### config.mk
export PLATFORM = sky130hd
export DESIGN_NAME = sha_auth_ctrl
export DESIGN_NICKNAME = d
export VERILOG_FILES = /design/src/rtl/sha_auth_ctrl.sv
export SDC_FILE = /design/constraint.sdc
export NUM_CORES = 1
export LEC_CHECK = 0
export BUFFER_PORTS_ARGS = -buffer_cell sky130_fd_sc_hd__buf_4
export CAP_MARGIN = 15
export CORE_AREA = 5 5 237 239
export CTS_CLUSTER_SIZE = 30
export DETAILED_ROUTE_END_ITERATION = 6
export DIE_AREA = 0 0 242 244
export PLACE_DENSITY = 0.42
export REMOVE_ABC_BUFFERS = 1
export SLEW_MARGIN = 40
export SYNTH_ARGS = -nofsm -noshare
export SYNTH_HDL_FRONTEND = slang
export SYNTH_SLANG_ARGS = --single-unit
### constraint.sdc
create_clock -name clk_i -period 3.2 [get_ports clk_i]
set_clock_uncertainty 0.05 [all_clocks]
set_input_delay 0.16 -clock clk_i [delete_from_list [all_inputs] [get_ports clk_i]]
set_output_delay 0.16 -clock clk_i [all_outputs]
set_load 0.05 [all_outputs]
### src/rtl/sha_auth_ctrl.sv
// Streams a pre-padded message into a SHA-256 core one 16-word block at a time,
// kicks init/next per block, then compares the final digest with the expected one.
module sha_auth_ctrl #(
    parameter int unsigned BLOCK_WORDS    = 16,
    parameter int unsigned TIMEOUT_CYCLES = 1024,
    parameter int unsigned CNT_W          = 16
) (
    input  logic             clk_i,
    input  logic             rst_ni,
    input  logic             start_i,
    input  logic             word_valid_i,
    input  logic [31:0]      word_data_i,
    input  logic             word_last_i,
    output logic             word_ready_o,
    input  logic [255:0]     exp_digest_i,
    output logic             sha_reset_n_o,
    output logic             sha_cs_o,
    output logic             sha_we_o,
    output logic [3:0]       sha_address_o,
    output logic [31:0]      sha_write_data_o,
    output logic             sha_init_o,
    output logic             sha_next_o,
    input  logic             sha_ready_i,
    input  logic             sha_digest_valid_i,
    input  logic [255:0]     sha_digest_i,
    output logic             busy_o,
    output logic             done_o,
    output logic             pass_o,
    output logic             err_o,
    output logic [CNT_W-1:0] block_cnt_o
);

    localparam int unsigned IDX_W = 4;
    localparam int unsigned WORD_W = 32;
    localparam int unsigned TMO_W = $clog2(TIMEOUT_CYCLES);
    localparam logic [IDX_W-1:0] LAST_IDX = IDX_W'(BLOCK_WORDS - 1);
    localparam logic [TMO_W-1:0] TMO_LAST = TMO_W'(TIMEOUT_CYCLES - 1);

    typedef enum logic [2:0] {
        ST_IDLE, ST_SRST, ST_LOAD, ST_KICK, ST_WAIT, ST_CMP, ST_DONE, ST_ERR
    } state_t;

    state_t             r_state, w_state;
    logic [IDX_W-1:0]   r_idx, w_idx;
    logic               r_srst, w_srst;
    logic [TMO_W-1:0]   r_wcnt, w_wcnt;
    logic               r_kicked, w_kicked;
    logic               r_final, w_final;
    logic               r_word_ready, w_word_ready;
    logic               r_sha_reset_n, w_sha_reset_n;
    logic               r_wr, w_wr;
    logic [IDX_W-1:0]   r_addr, w_addr;
    logic [WORD_W-1:0]  r_wdata, w_wdata;
    logic               r_init, w_init;
    logic               r_next, w_next;
    logic               r_busy, w_busy;
    logic               r_done, w_done;
    logic               r_pass, w_pass;
    logic               r_err, w_err;
    logic [CNT_W-1:0]   r_blk_cnt, w_blk_cnt;

    // Next-state and next-output logic; outputs line up with the state they belong to
    always_comb begin
        w_state       = r_state;
        w_idx         = r_idx;
        w_srst        = r_srst;
        w_wcnt        = r_wcnt;
        w_kicked      = r_kicked;
        w_final       = r_final;
        w_word_ready  = 1'b0;
        w_sha_reset_n = r_sha_reset_n;
        w_wr          = 1'b0;
        w_addr        = r_addr;
        w_wdata       = r_wdata;
        w_init        = 1'b0;
        w_next        = 1'b0;
        w_done        = r_done;
        w_pass        = r_pass;
        w_err         = r_err;
        w_blk_cnt     = r_blk_cnt;
        case (r_state)
            ST_IDLE, ST_DONE, ST_ERR: begin
                if (start_i) begin
                    w_state       = ST_SRST;
                    w_srst        = 1'b0;
                    w_sha_reset_n = 1'b0;
                    w_done        = 1'b0;
                    w_pass        = 1'b0;
                    w_err         = 1'b0;
                    w_blk_cnt     = '0;
                    w_kicked      = 1'b0;
                    w_final       = 1'b0;
                    w_idx         = '0;
                end
            end
            ST_SRST: begin
                if (r_srst) begin
                    w_state       = ST_LOAD;
                    w_sha_reset_n = 1'b1;
                    w_word_ready  = 1'b1;
                end else begin
                    w_srst = 1'b1;
                end
            end
            ST_LOAD: begin
                // ready low inside LOAD marks the write cycle of the block's last word
                if (!r_word_ready) begin
                    w_state  = ST_KICK;
                    w_init   = ~r_kicked;
                    w_next   = r_kicked;
                    w_kicked = 1'b1;
                    if (r_blk_cnt != '1) w_blk_cnt = r_blk_cnt + CNT_W'(1);
                end else begin
                    w_word_ready = 1'b1;
                    if (word_valid_i) begin
                        w_wr    = 1'b1;
                        w_addr  = r_idx;
                        w_wdata = word_data_i;
                        w_idx   = r_idx + IDX_W'(1);
                        if (r_idx == LAST_IDX) begin
                            w_word_ready = 1'b0;
                            w_final      = word_last_i;
                        end else if (word_last_i) begin
                            w_word_ready = 1'b0;
                            w_state      = ST_ERR;
                            w_err        = 1'b1;
                        end
                    end
                end
            end
            ST_KICK: begin
                w_state = ST_WAIT;
                w_wcnt  = '0;
            end
            ST_WAIT: begin
                // the first WAIT cycle ignores ready while the core reacts to the kick
                if ((r_wcnt != '0) && sha_ready_i) begin
                    if (r_final) begin
                        w_state = ST_CMP;
                    end else begin
                        w_state      = ST_LOAD;
                        w_word_ready = 1'b1;
                    end
                end else if (r_wcnt == TMO_LAST) begin
                    w_state = ST_ERR;
                    w_err   = 1'b1;
                end else begin
                    w_wcnt = r_wcnt + TMO_W'(1);
                end
            end
            ST_CMP: begin
                if (sha_digest_valid_i) begin
                    w_state = ST_DONE;
                    w_done  = 1'b1;
                    w_pass  = (sha_digest_i == exp_digest_i);
                end else begin
                    w_state = ST_ERR;
                    w_err   = 1'b1;
                end
            end
            default: w_state = ST_IDLE;
        endcase
        w_busy = (w_state != ST_IDLE) && (w_state != ST_DONE) && (w_state != ST_ERR);
    end

    always_ff @(posedge clk_i or negedge rst_ni) begin
        if (!rst_ni) begin
            r_state       <= ST_IDLE;
            r_idx         <= '0;
            r_srst        <= 1'b0;
            r_wcnt        <= '0;
            r_kicked      <= 1'b0;
            r_final       <= 1'b0;
            r_word_ready  <= 1'b0;
            r_sha_reset_n <= 1'b0;
            r_wr          <= 1'b0;
            r_addr        <= '0;
            r_wdata       <= '0;
            r_init        <= 1'b0;
            r_next        <= 1'b0;
            r_busy        <= 1'b0;
            r_done        <= 1'b0;
            r_pass        <= 1'b0;
            r_err         <= 1'b0;
            r_blk_cnt     <= '0;
        end else begin
            r_state       <= w_state;
            r_idx         <= w_idx;
            r_srst        <= w_srst;
            r_wcnt        <= w_wcnt;
            r_kicked      <= w_kicked;
            r_final       <= w_final;
            r_word_ready  <= w_word_ready;
            r_sha_reset_n <= w_sha_reset_n;
            r_wr          <= w_wr;
            r_addr        <= w_addr;
            r_wdata       <= w_wdata;
            r_init        <= w_init;
            r_next        <= w_next;
            r_busy        <= w_busy;
            r_done        <= w_done;
            r_pass        <= w_pass;
            r_err         <= w_err;
            r_blk_cnt     <= w_blk_cnt;
        end
    end

    assign word_ready_o     = r_word_ready;
    assign sha_reset_n_o    = r_sha_reset_n;
    assign sha_cs_o         = r_wr;
    assign sha_we_o         = r_wr;
    assign sha_address_o    = r_addr;
    assign sha_write_data_o = r_wdata;
    assign sha_init_o       = r_init;
    assign sha_next_o       = r_next;
    assign busy_o           = r_busy;
    assign done_o           = r_done;
    assign pass_o           = r_pass;
    assign err_o            = r_err;
    assign block_cnt_o      = r_blk_cnt;

endmodule

==> results of run 1 <==
layout make-up:
cell class,instances,area [sq um]
diodes,8,20.0
clock buffers,11,243
clock inverters,5,62.6
fillers,5874,40700
inverters,31,116
multi-input cells,602,4560
flip-flops and latches,81,2030
well taps,696,871
repair buffers,655,5000
registers in the layout, summed over array words and instances (netlist names):
register	flops
sha_write_data_o	32
block_cnt_o	16
r_wcnt	10
r_idx	4
sha_address_o	4
r_state	3
busy_o	1
done_o	1
err_o	1
pass_o	1
r_final	1
r_kicked	1
r_srst	1
sha_cs_o	1
sha_init_o	1
sha_next_o	1
sha_reset_n_o	1
word_ready_o	1
worst paths after layout:
check                            startpoint              endpoint  slack [ns]
min in group asynchronous            rst_ni              r_idx[2]        0.26
worst min-delay path            word_last_i               r_final        0.06
worst max-delay path              r_wcnt[0]            r_state[1]        0.77
worst min register to register     r_kicked            sha_init_o        0.43
max in group asynchronous            rst_ni  sha_write_data_o[29]        2.09
worst max register to register    r_wcnt[0]            r_state[1]        0.77
power by group through the flow:
| stage | registers (W) | clock network, W | logic (W) |
|---|---|---|---|
| 3_5_place_dp | 0.00161 | 0 | 0.00339 |
| 5_1_grt | 0.00163 | 0.00116 | 0.00363 |
| 2_1_floorplan | 0.00252 | 0 | 0.000964 |
| 3_3_place_gp | 0.00160 | 0 | 0.00337 |
| 6_report | 0.00158 | 0.00107 | 0.00339 |
| 4_1_cts | 0.00159 | 0.00113 | 0.00343 |
metal layers:
layer	wire length, um	GRT usage
met5	55	0
met4	773	0.0299
met3	3980	0.0446
met2	23500	0.270
met1	18200	0.178
cell usage after synthesis (2+ instances only):
library cell and n:
nor2b_1 10, a21oi_1 11, a22o_1 4, nand3_1 17
nor2_1 37, o22ai_1 10, mux2i_1 4, and3_1 7
dfrtp_1 81, xor2_1 157, a31oi_1 2, buf_2 4
inv_1 31, nand4_1 45, a2111o_1 2, and2_1 4
nand2_1 31, o31ai_1 3, clkbuf_1 9, o21ai_0 17
o2111ai_1 3, o221ai_1 2, a221oi_1 2, nor4_1 49
ha_1 4, nand2b_1 11, a41o_1 2, nor3_1 11
mux2_2 36, o211ai_1 2, xnor2_1 94
worst max-delay path, stage by stage (launching register included):
cell	delay, ns
dfrtp_1	0.41
inv_1	0.12
ha_1	0.15
or4b_4	0.48
o41ai_4	0.50
nor2_1	0.11
nor4_1	0.32
o22ai_1	0.15
kinds of logic (layout without fill, tap and decap cells):
group           Yosys count  after routing  synth area share
mux                      40             40            0.0659
fa+ha+maj                 4              4           0.00741
xor+xnor                251            251             0.325
buf+inv                  47            702            0.0300
compound gates           73             73            0.0798
flops                    81             81             0.300
simple gates            234            234             0.191
other cells               0              8                 0
metrics by stage:
stage	total power (W)	setup WS (ns)	area [sq um]	std cells	utilization
floorplan	0.00348	0.239	6670	714	-
global placement	0.00496	0.440	12200	2032	0.228
finish	0.00604	0.768	12900	2089	0.241
global route	0.00643	0.627	12900	2086	0.240
CTS	0.00615	0.753	12900	2081	0.240
detailed placement	0.00500	0.678	12200	2032	0.228
repair_timing:
action,4_1_cts,5_1_grt
resized for setup,0,0
hold buffers,33,0
buffers inserted,0,0
endpoints found under the hold margin,60,0
==> run_results.csv, run 1 <==
group,metric,value,unit
run_status,status,"complete, no violations",
synth,async_flop_share,1.00,
floorplanning,die_y,244,um
power,ir_drop,0.366,mV
place,place_congestion,0.971,
cts,h-tree-depth,3,
floorplanning,ioPinCount,613,
setup_path,worstPathRequired,3.36,ns
setup_path,critPathKind,"reg -> reg",
setup_path,critPathLaunchType,"flip-flop",
cts,clk_pin_slew,0.07,ns
global_routing,grt_overflow,0,
place,portBuffers,612,
power,power_per_cell_area,469,nW/um^2
timing,post-route-min-period,2.43,ns
synth,ys_ff_latch,81,
timing,slew_headroom,0.533,
power,combPwrFrac,0.561,
hold_path,min_delay_path_depth,2,
timing,setup_tns,0,ns
setup_path,end_kind,"flip-flop",
power,power_switching,0.00264,W
synth,synth_cell_types,59,
floorplanning,die_w,242,um
global_routing,grt_max_degree,39,
power,seqPwrFrac,0.262,
global_routing,grt_pass1_wl,63.8,mm
power,p_leak,6.11,nW
setup_path,crit_fanout,8,
floorplanning,dieArea,59000,sq um
setup_path,worstRegToRegCells,7,
timing,finalHoldViolations,0,
floorplanning,rows,85,
floorplanning,core_area,53600,sq um
drt,drc_errors,0,
timing,tightest_slew,0.694,ns
finish,syn2layout_area_growth,90.9,%
finish,layout_commonest_cell,"buf_4",
synth,synth_edf_count,0,
hold_path,hold_path_class,"in -> reg",
timing,final-setup-viol-count,0,
synth,synth_top_area_cell,"dfrtp_1",
synth,yosysTopAreaCellShare,0.300,
timing,worst_hold_slack,0.0557,ns
synth,netlist_area,6760,sq um
synth,syn_avg_cell_area,9.25,sq um
drt,wirelength,46.5,mm
power,intPower,0.00341,W
cts,cts_tree,"yes",
setup_path,worstPathArrival,2.59,ns
drt,first_iter_violations,285,
timing,rsz0062_at_grt,"no",
drt,wl_per_cell,22.3,um
timing,timing.final.crit_share,0.760,
power,p_sw_frac,0.436,
place,dp_hpwl,42.9,mm
synth,ys.flop_type,"dfrtp_1",
drt,routed_via_density,3.85,
global_routing,grt_usage,0.150,
flow_run,maxCapViolCount,0,
floorplanning,initial_core_util,0.126,
synth,yosysWarnings,0,
cts,cts_buffer_depth,2,
cts,clock-sinks,81,
synth,synth_seq_area_share,0.300,
finish,final_cell_mix,"buf_4 (622), xor2_1 (157), xnor2_1 (94), dfrtp_1 (81), nor4_1 (46)",
finish,finalNetCount,1935,
timing,timing.fmax,411,MHz
cts,cts-root-buf,"clkbuf_16",
global_routing,antenna_found_initial,23,
cts,cts_buffers,9,
drt,drt_first_pass_iters,4,
cts,clock_latency,0.36,ns
synth,postSynthCellCount,730,
timing,slew_viol_final,0,
synth,synth_area_leaders,"dfrtp_1 (30%), xor2_1 (20%), xnor2_1 (12%)",
global_routing,grt_pass1_vias,8801,
drt,antenna_left,0,
power,clkPwrFrac,0.177,
drt,num_vias,8047,
finish,layout-drive-gt1-share,0.500,
No activity file was read; power rests on OpenSTA's default activity.
==> run 2: changes to the inputs <==
--- a/config.mk
+++ b/config.mk
@@ -5,13 +5,14 @@
 export SDC_FILE = /design/constraint.sdc
 export NUM_CORES = 1
 export LEC_CHECK = 0
+export ABC_AREA = 1
 export BUFFER_PORTS_ARGS = -buffer_cell sky130_fd_sc_hd__buf_4
 export CAP_MARGIN = 15
-export CORE_AREA = 5 5 237 239
+export CORE_AREA = 5 5 235 237
 export CTS_CLUSTER_SIZE = 30
 export DETAILED_ROUTE_END_ITERATION = 6
-export DIE_AREA = 0 0 242 244
-export PLACE_DENSITY = 0.42
+export DIE_AREA = 0 0 240 242
+export PLACE_DENSITY = 0.46
 export REMOVE_ABC_BUFFERS = 1
 export SLEW_MARGIN = 40
 export SYNTH_ARGS = -nofsm -noshare
==> constraint.sdc (replaced) <==
create_clock -name clk_i -period 2 [get_ports clk_i]
set_clock_uncertainty 0.05 [all_clocks]
set_input_delay 0.1 -clock clk_i [delete_from_list [all_inputs] [get_ports clk_i]]
set_output_delay 0.1 -clock clk_i [all_outputs]
set_load 0.05 [all_outputs]
==> run_results.csv, run 2 <==
group,metric,value,unit
global_routing,antenna_found_initial,14,
cts,h-tree-depth,3,
setup_path,worstPathRequired,2.22,ns
finish,syn2layout_area_growth,76.9,%
timing,post-route-min-period,1.81,ns
cts,clk_pin_slew,0.06,ns
cts,cts_buffer_depth,2,
floorplanning,die_w,240,um
timing,timing.fmax,553,MHz
synth,postSynthCellCount,1471,
drt,antenna_left,0,
timing,tightest_slew,0.457,ns
finish,final_cell_mix,"buf_4 (637), nand2_1 (532), nor2_1 (291), inv_1 (258), dfrtp_1 (81)",
drt,wl_per_cell,15.4,um
global_routing,grt_pass1_wl,62.9,mm
place,place_congestion,0.924,
cts,post_cts_buffers,0,
finish,fill_cells,5965,
power,p_leak,8.25,nW
floorplanning,core_area,53100,sq um
finish,largest_register_ffs,32,
setup_path,critPathKind,"reg -> reg",
timing,slew_headroom,0.693,
setup_path,worstRegToRegCells,9,
power,power_per_cell_area,638,nW/um^2
setup_path,end_kind,"flip-flop",
drt,routed_via_density,3.82,
synth,synth.most_common_cell,"nand2_1",
cts,cts_buffers,9,
place,dp_hpwl,39.7,mm
power,ir_drop,0.392,mV
synth,syn_avg_cell_area,5.55,sq um
place,portBuffers,612,
synth,synth_area_leaders,"dfrtp_1 (25%), nand2_1 (25%), nor2_1 (13%)",
floorplanning,initial_core_util,0.154,
finish,seqCellArea,2030,sq um
drt,wirelength,43.7,mm
drt,num_vias,10800,
floorplanning,ioPinCount,613,
setup_path,worstPathArrival,2.03,ns
cts,clock_latency,0.34,ns
setup_path,crit_fanout,6,
finish,layout-drive-gt1-share,0.316,
cts,cts-root-buf,"clkbuf_16",
global_routing,grt_overflow,0,
flow_run,maxCapViolCount,0,
synth,yosysWarnings,0,
floorplanning,rows,85,
finish,layout_commonest_cell,"buf_4",
timing,finalHoldViolations,0,
synth,yosysTopAreaCellShare,0.248,
timing,slew_viol_final,0,
synth,synth_cell_types,33,
global_routing,grt_usage,0.142,
synth,synth_top_area_cell,"dfrtp_1",
global_routing,grt_pass1_vias,10900,
place,dp_cells,2790,
timing,timing.final.crit_share,0.904,
drt,drt_first_pass_iters,5,
setup_path,critPathLaunchType,"flip-flop",
timing,setup_tns,0,ns
floorplanning,die_y,242,um
synth,ys.flop_type,"dfrtp_1",
synth,netlist_area,8160,sq um
place,pre_cts_ws,0.101,ns
run_status,status,"complete, no violations",
hold_path,hold_path_class,"in -> reg",
synth,ys_ff_latch,81,
cts,clock-sinks,81,
cts,cts_tree,"yes",
hold_path,min_delay_path_depth,3,
drt,first_iter_violations,402,
timing,worst_hold_slack,0.0526,ns
synth,synth_edf_count,0,
global_routing,grt_max_degree,40,
synth,synth_seq_area_share,0.248,
drt,drc_errors,0,
timing,final-setup-viol-count,0,
floorplanning,dieArea,58100,sq um
timing,setup_ws,0.192,ns
synth,async_flop_share,1.00,
finish,final_cells,2843,
finish,finalNetCount,2694,
synth,ys_top_cells_by_count,"nand2_1 (533), nor2_1 (291), inv_1 (258)",
finish,multi_input_area,5070,sq um
## run 2: changes by cell type after synthesis, sizes merged, moves of 16 or more
cell / delta
nand3: +16
xor2: -101
o21ai: +57
xnor2: -47
nor4: -47
nand2: +505
inv: +234
mux2: -36
nor2: +259
nand4: -27
## run 2: report_power, final
part / switching (W) / total (W) / leakage (nW) / internal (W)
sequential: 0.000244 / 0.00228 / 1.10 / 0.00204
clock: 0.000688 / 0.00182 / 0.159 / 0.00113
combinational: 0.00316 / 0.00511 / 6.99 / 0.00195
## run 2: worst paths after layout
path,start,endpoint,slack [ns]
max reg2reg,r_state[1],pass_o,0.19
max in group asynchronous,rst_ni,sha_reset_n_o,1.12
min reg2reg,r_kicked,sha_init_o,0.37
min in group asynchronous,rst_ni,sha_write_data_o[2],0.20
max,r_state[1],pass_o,0.19
min,start_i,r_state[0],0.05
## run 2: critical path: stages, from the launching register on
cell,delay [ns]
dfrtp_1,0.40
inv_2,0.10
nand2_2,0.06
buf_4,0.15
nor2_1,0.20
nand2_2,0.19
nand3b_1,0.23
nor2_1,0.13
nand3_1,0.14
nand2_1,0.09
## run 2: layout make-up
cell class | instances | area share
flip-flops and latches | 81 | 0.140
clock buffers | 10 | 0.0166
repair buffers | 672 | 0.356
inverters | 265 | 0.0689
clock inverters | 6 | 0.00624
diodes | 3 | 0.000520
well taps | 696 | 0.0603
multi-input cells | 1110 | 0.351
## run 2: cell families (layout without fill, tap and decap cells)
family / count (synthesis) / count (layout) / share of synthesized area
XOR/XNOR: 103 / 103 / 0.111
AND/OR/NAND/NOR: 907 / 907 / 0.438
AO/OA/AOI/OAI: 95 / 95 / 0.0629
other: 0 / 3 / 0
buffers and inverters: 280 / 953 / 0.133
adder cells (fa/ha/maj): 4 / 4 / 0.00613
multiplexers: 1 / 1 / 0.00123
flip-flops: 81 / 81 / 0.248
## run 2: metrics by stage
| step | power, W | utilization | cell area, sq um |
|---|---|---|---|
| after detailed placement | 0.00739 | 0.259 | 13700 |
| final | 0.00922 | 0.272 | 14400 |
| after global routing | 0.00988 | 0.272 | 14400 |
| after floorplan | 0.00507 | - | 8070 |
| after CTS | 0.00932 | 0.272 | 14400 |
| after global placement | 0.00735 | 0.259 | 13700 |
## run 2: what timing repair did
action	4_1_cts	5_1_grt
resized for setup	0	4
hold endpoints to repair	61	0
hold buffers	34	0
setup endpoints to repair	0	3
## run 2: routing by layer
metal | vias to the layer above | wire length [um] | GRT usage
li1 | 5700 | - | -
met1 | 4657 | 16200 | 0.152
met2 | 408 | 21900 | 0.260
met3 | 75 | 4080 | 0.0495
met4 | 8 | 1510 | 0.0441
met5 | - | 50 | 0
==> run 3: changes to the inputs <==
--- a/config.mk
+++ b/config.mk
@@ -6,13 +6,13 @@
 export NUM_CORES = 1
 export LEC_CHECK = 0
 export ABC_AREA = 1
-export BUFFER_PORTS_ARGS = -buffer_cell sky130_fd_sc_hd__buf_4
 export CAP_MARGIN = 15
-export CORE_AREA = 5 5 235 237
+export CORE_AREA = 5 5 236 238
 export CTS_CLUSTER_SIZE = 30
 export DETAILED_ROUTE_END_ITERATION = 6
-export DIE_AREA = 0 0 240 242
-export PLACE_DENSITY = 0.46
+export DIE_AREA = 0 0 241 243
+export DONT_BUFFER_PORTS = 1
+export PLACE_DENSITY = 0.36
 export REMOVE_ABC_BUFFERS = 1
 export SLEW_MARGIN = 40
 export SYNTH_ARGS = -nofsm -noshare
==> run_results.csv, run 3 (same netlist as run 2, synthesis figures left out) <==
group,metric,value,unit
run_status,status,"complete, but fails checks",
run_status,violations,"design-rule violations, negative hold slack",
timing,rsz0062_at_grt,"no",
global_routing,grt_overflow,0,
timing,final-setup-viol-count,0,
place,pre_cts_ws,0.141,ns
setup_path,r2r_slack,0.20,ns
setup_path,critPathLaunchType,"flip-flop",
cts,cts_tree,"yes",
timing,slew_headroom,0.622,
timing,timing.fmax,557,MHz
timing,timing.final.crit_share,0.898,
drt,first_iter_violations,349,
floorplanning,die_w,241,um
cts,cts_hold_buf,35,
flow_run,maxCapViolCount,0,
global_routing,grt_usage,0.125,
cts,cts_buffer_depth,2,
setup_path,worstPathArrival,1.97,ns
drt,routed_via_density,3.84,
floorplanning,ioPinCount,613,
finish,final_cells,2243,
setup_path,worstPathRequired,2.18,ns
floorplanning,rows,85,
drt,drc_errors,2,
floorplanning,initial_core_util,0.153,
cts,cts_buffers,9,
drt,wirelength,39.1,mm
global_routing,grt_max_degree,82,
setup_path,worstRegToRegCells,10,
global_routing,grt_pass1_vias,8416,
finish,layout_commonest_cell,"nand2_1",
place,dp_cells,2190,
cts,clock-sinks,81,
setup_path,r2r_end,"block_cnt_o[1]",
timing,setup_ws,0.205,ns
cts,h-tree-depth,3,
setup_path,rr_startpoint,"block_cnt_o[0]",
setup_path,crit_fanout,13,
power,power_per_cell_area,779,nW/um^2
power,ir_drop,0.453,mV
timing,slew_viol_final,0,
finish,fill_cells,6208,
timing,finalHoldViolations,81,
floorplanning,core_area,53400,sq um
timing,post-route-min-period,1.80,ns
setup_path,critPathKind,"reg -> reg",
global_routing,grt_use_met2,0.236,
finish,layout-drive-gt1-share,0.0492,
timing,tightest_slew,0.567,ns
global_routing,use_met3,0.0519,
finish,syn2layout_area_growth,21.3,%
hold_path,hold_path_class,"in -> async",
drt,drt_first_pass_iters,7,
cts,clock_latency,0.35,ns
cts,clk_pin_slew,0.07,ns
power,p_leak,5.33,nW
place,portBuffers,0,
place,place_congestion,0.901,
finish,finalNetCount,2095,
global_routing,grt.busiest_layer,"met2",
drt,antenna_left,0,
setup_path,end_kind,"flip-flop",
finish,final_cell_mix,"nand2_1 (533), nor2_1 (291), inv_1 (258), dfrtp_1 (81), o21ai_0 (67)",
global_routing,use_met1,0.125,
timing,worst_hold_slack,-0.608,ns
global_routing,antenna_found_initial,15,
global_routing,grt_pass1_wl,54.0,mm
place,dp_hpwl,35.3,mm
cts,post_cts_buffers,0,
floorplanning,die_y,243,um
finish,largest_register_ffs,32,
drt,num_vias,8618,
drt,wl_per_cell,17.4,um
cts,cts-root-buf,"clkbuf_16",
floorplanning,dieArea,58600,sq um
## run 3: per-stage QoR
stage	hold slack, ns	utilization	instance area, sq um	setup TNS, ns	power [W]
finish	-0.608	0.185	9900	0	0.00771
detailed placement	-0.244	0.173	9240	0	0.00600
global route	-0.633	0.185	9900	0	0.00826
floorplan	-0.246	-	8070	-8.12	0.00507
global placement	-0.243	0.173	9240	0	0.00598
CTS	-0.627	0.185	9880	0	0.00781
## run 3: what timing repair did
item,CTS,global route
resized for setup,0,5
hold endpoints to repair,118,81
setup endpoints to repair,0,4
## run 3: power breakdown
group	switching (W)	internal, W
clock network	0.000736	0.000969
logic	0.00166	0.000952
registers	0.00138	0.00202
## run 3: metal layers
metal	vias up	share of wire
li1	4509	-
met1	3694	0.35
met2	335	0.52
met3	62	0.10
met4	18	0.026
met5	-	0.0025
## run 3: critical path, cell delays in order (launching register included)
cell and delay, ns:
dfrtp_1 0.36, ha_1 0.20, nand2_1 0.09, nor2_2 0.18, nand2_1 0.11, nor3_2 0.15, nand2_1 0.08, nand2_2 0.14
inv_2 0.13, nand3_1 0.10, o21ai_0 0.09
## run 3: final cells by class
| class | instances | area, sq um | area share |
|---|---|---|---|
| multi-input combinational | 1110 | 5050 | 0.510 |
| sequential | 81 | 2030 | 0.205 |
| inverter | 265 | 997 | 0.101 |
| tap | 696 | 871 | 0.0880 |
| timing repair buffer | 73 | 652 | 0.0658 |
| clock buffer | 9 | 225 | 0.0227 |
| clock inverter | 7 | 70.1 | 0.00708 |
| antenna | 2 | 5.00 | 0.000505 |
## run 3: worst max path at each step
stage,from,endpoint
after global placement,exp_digest_i[59],pass_o
after global routing,block_cnt_o[0],block_cnt_o[1]
final,block_cnt_o[0],block_cnt_o[1]
after floorplan,word_ready_o,sha_address_o[1]
after CTS,r_wcnt[0],r_wcnt[4]
after detailed placement,exp_digest_i[59],pass_o
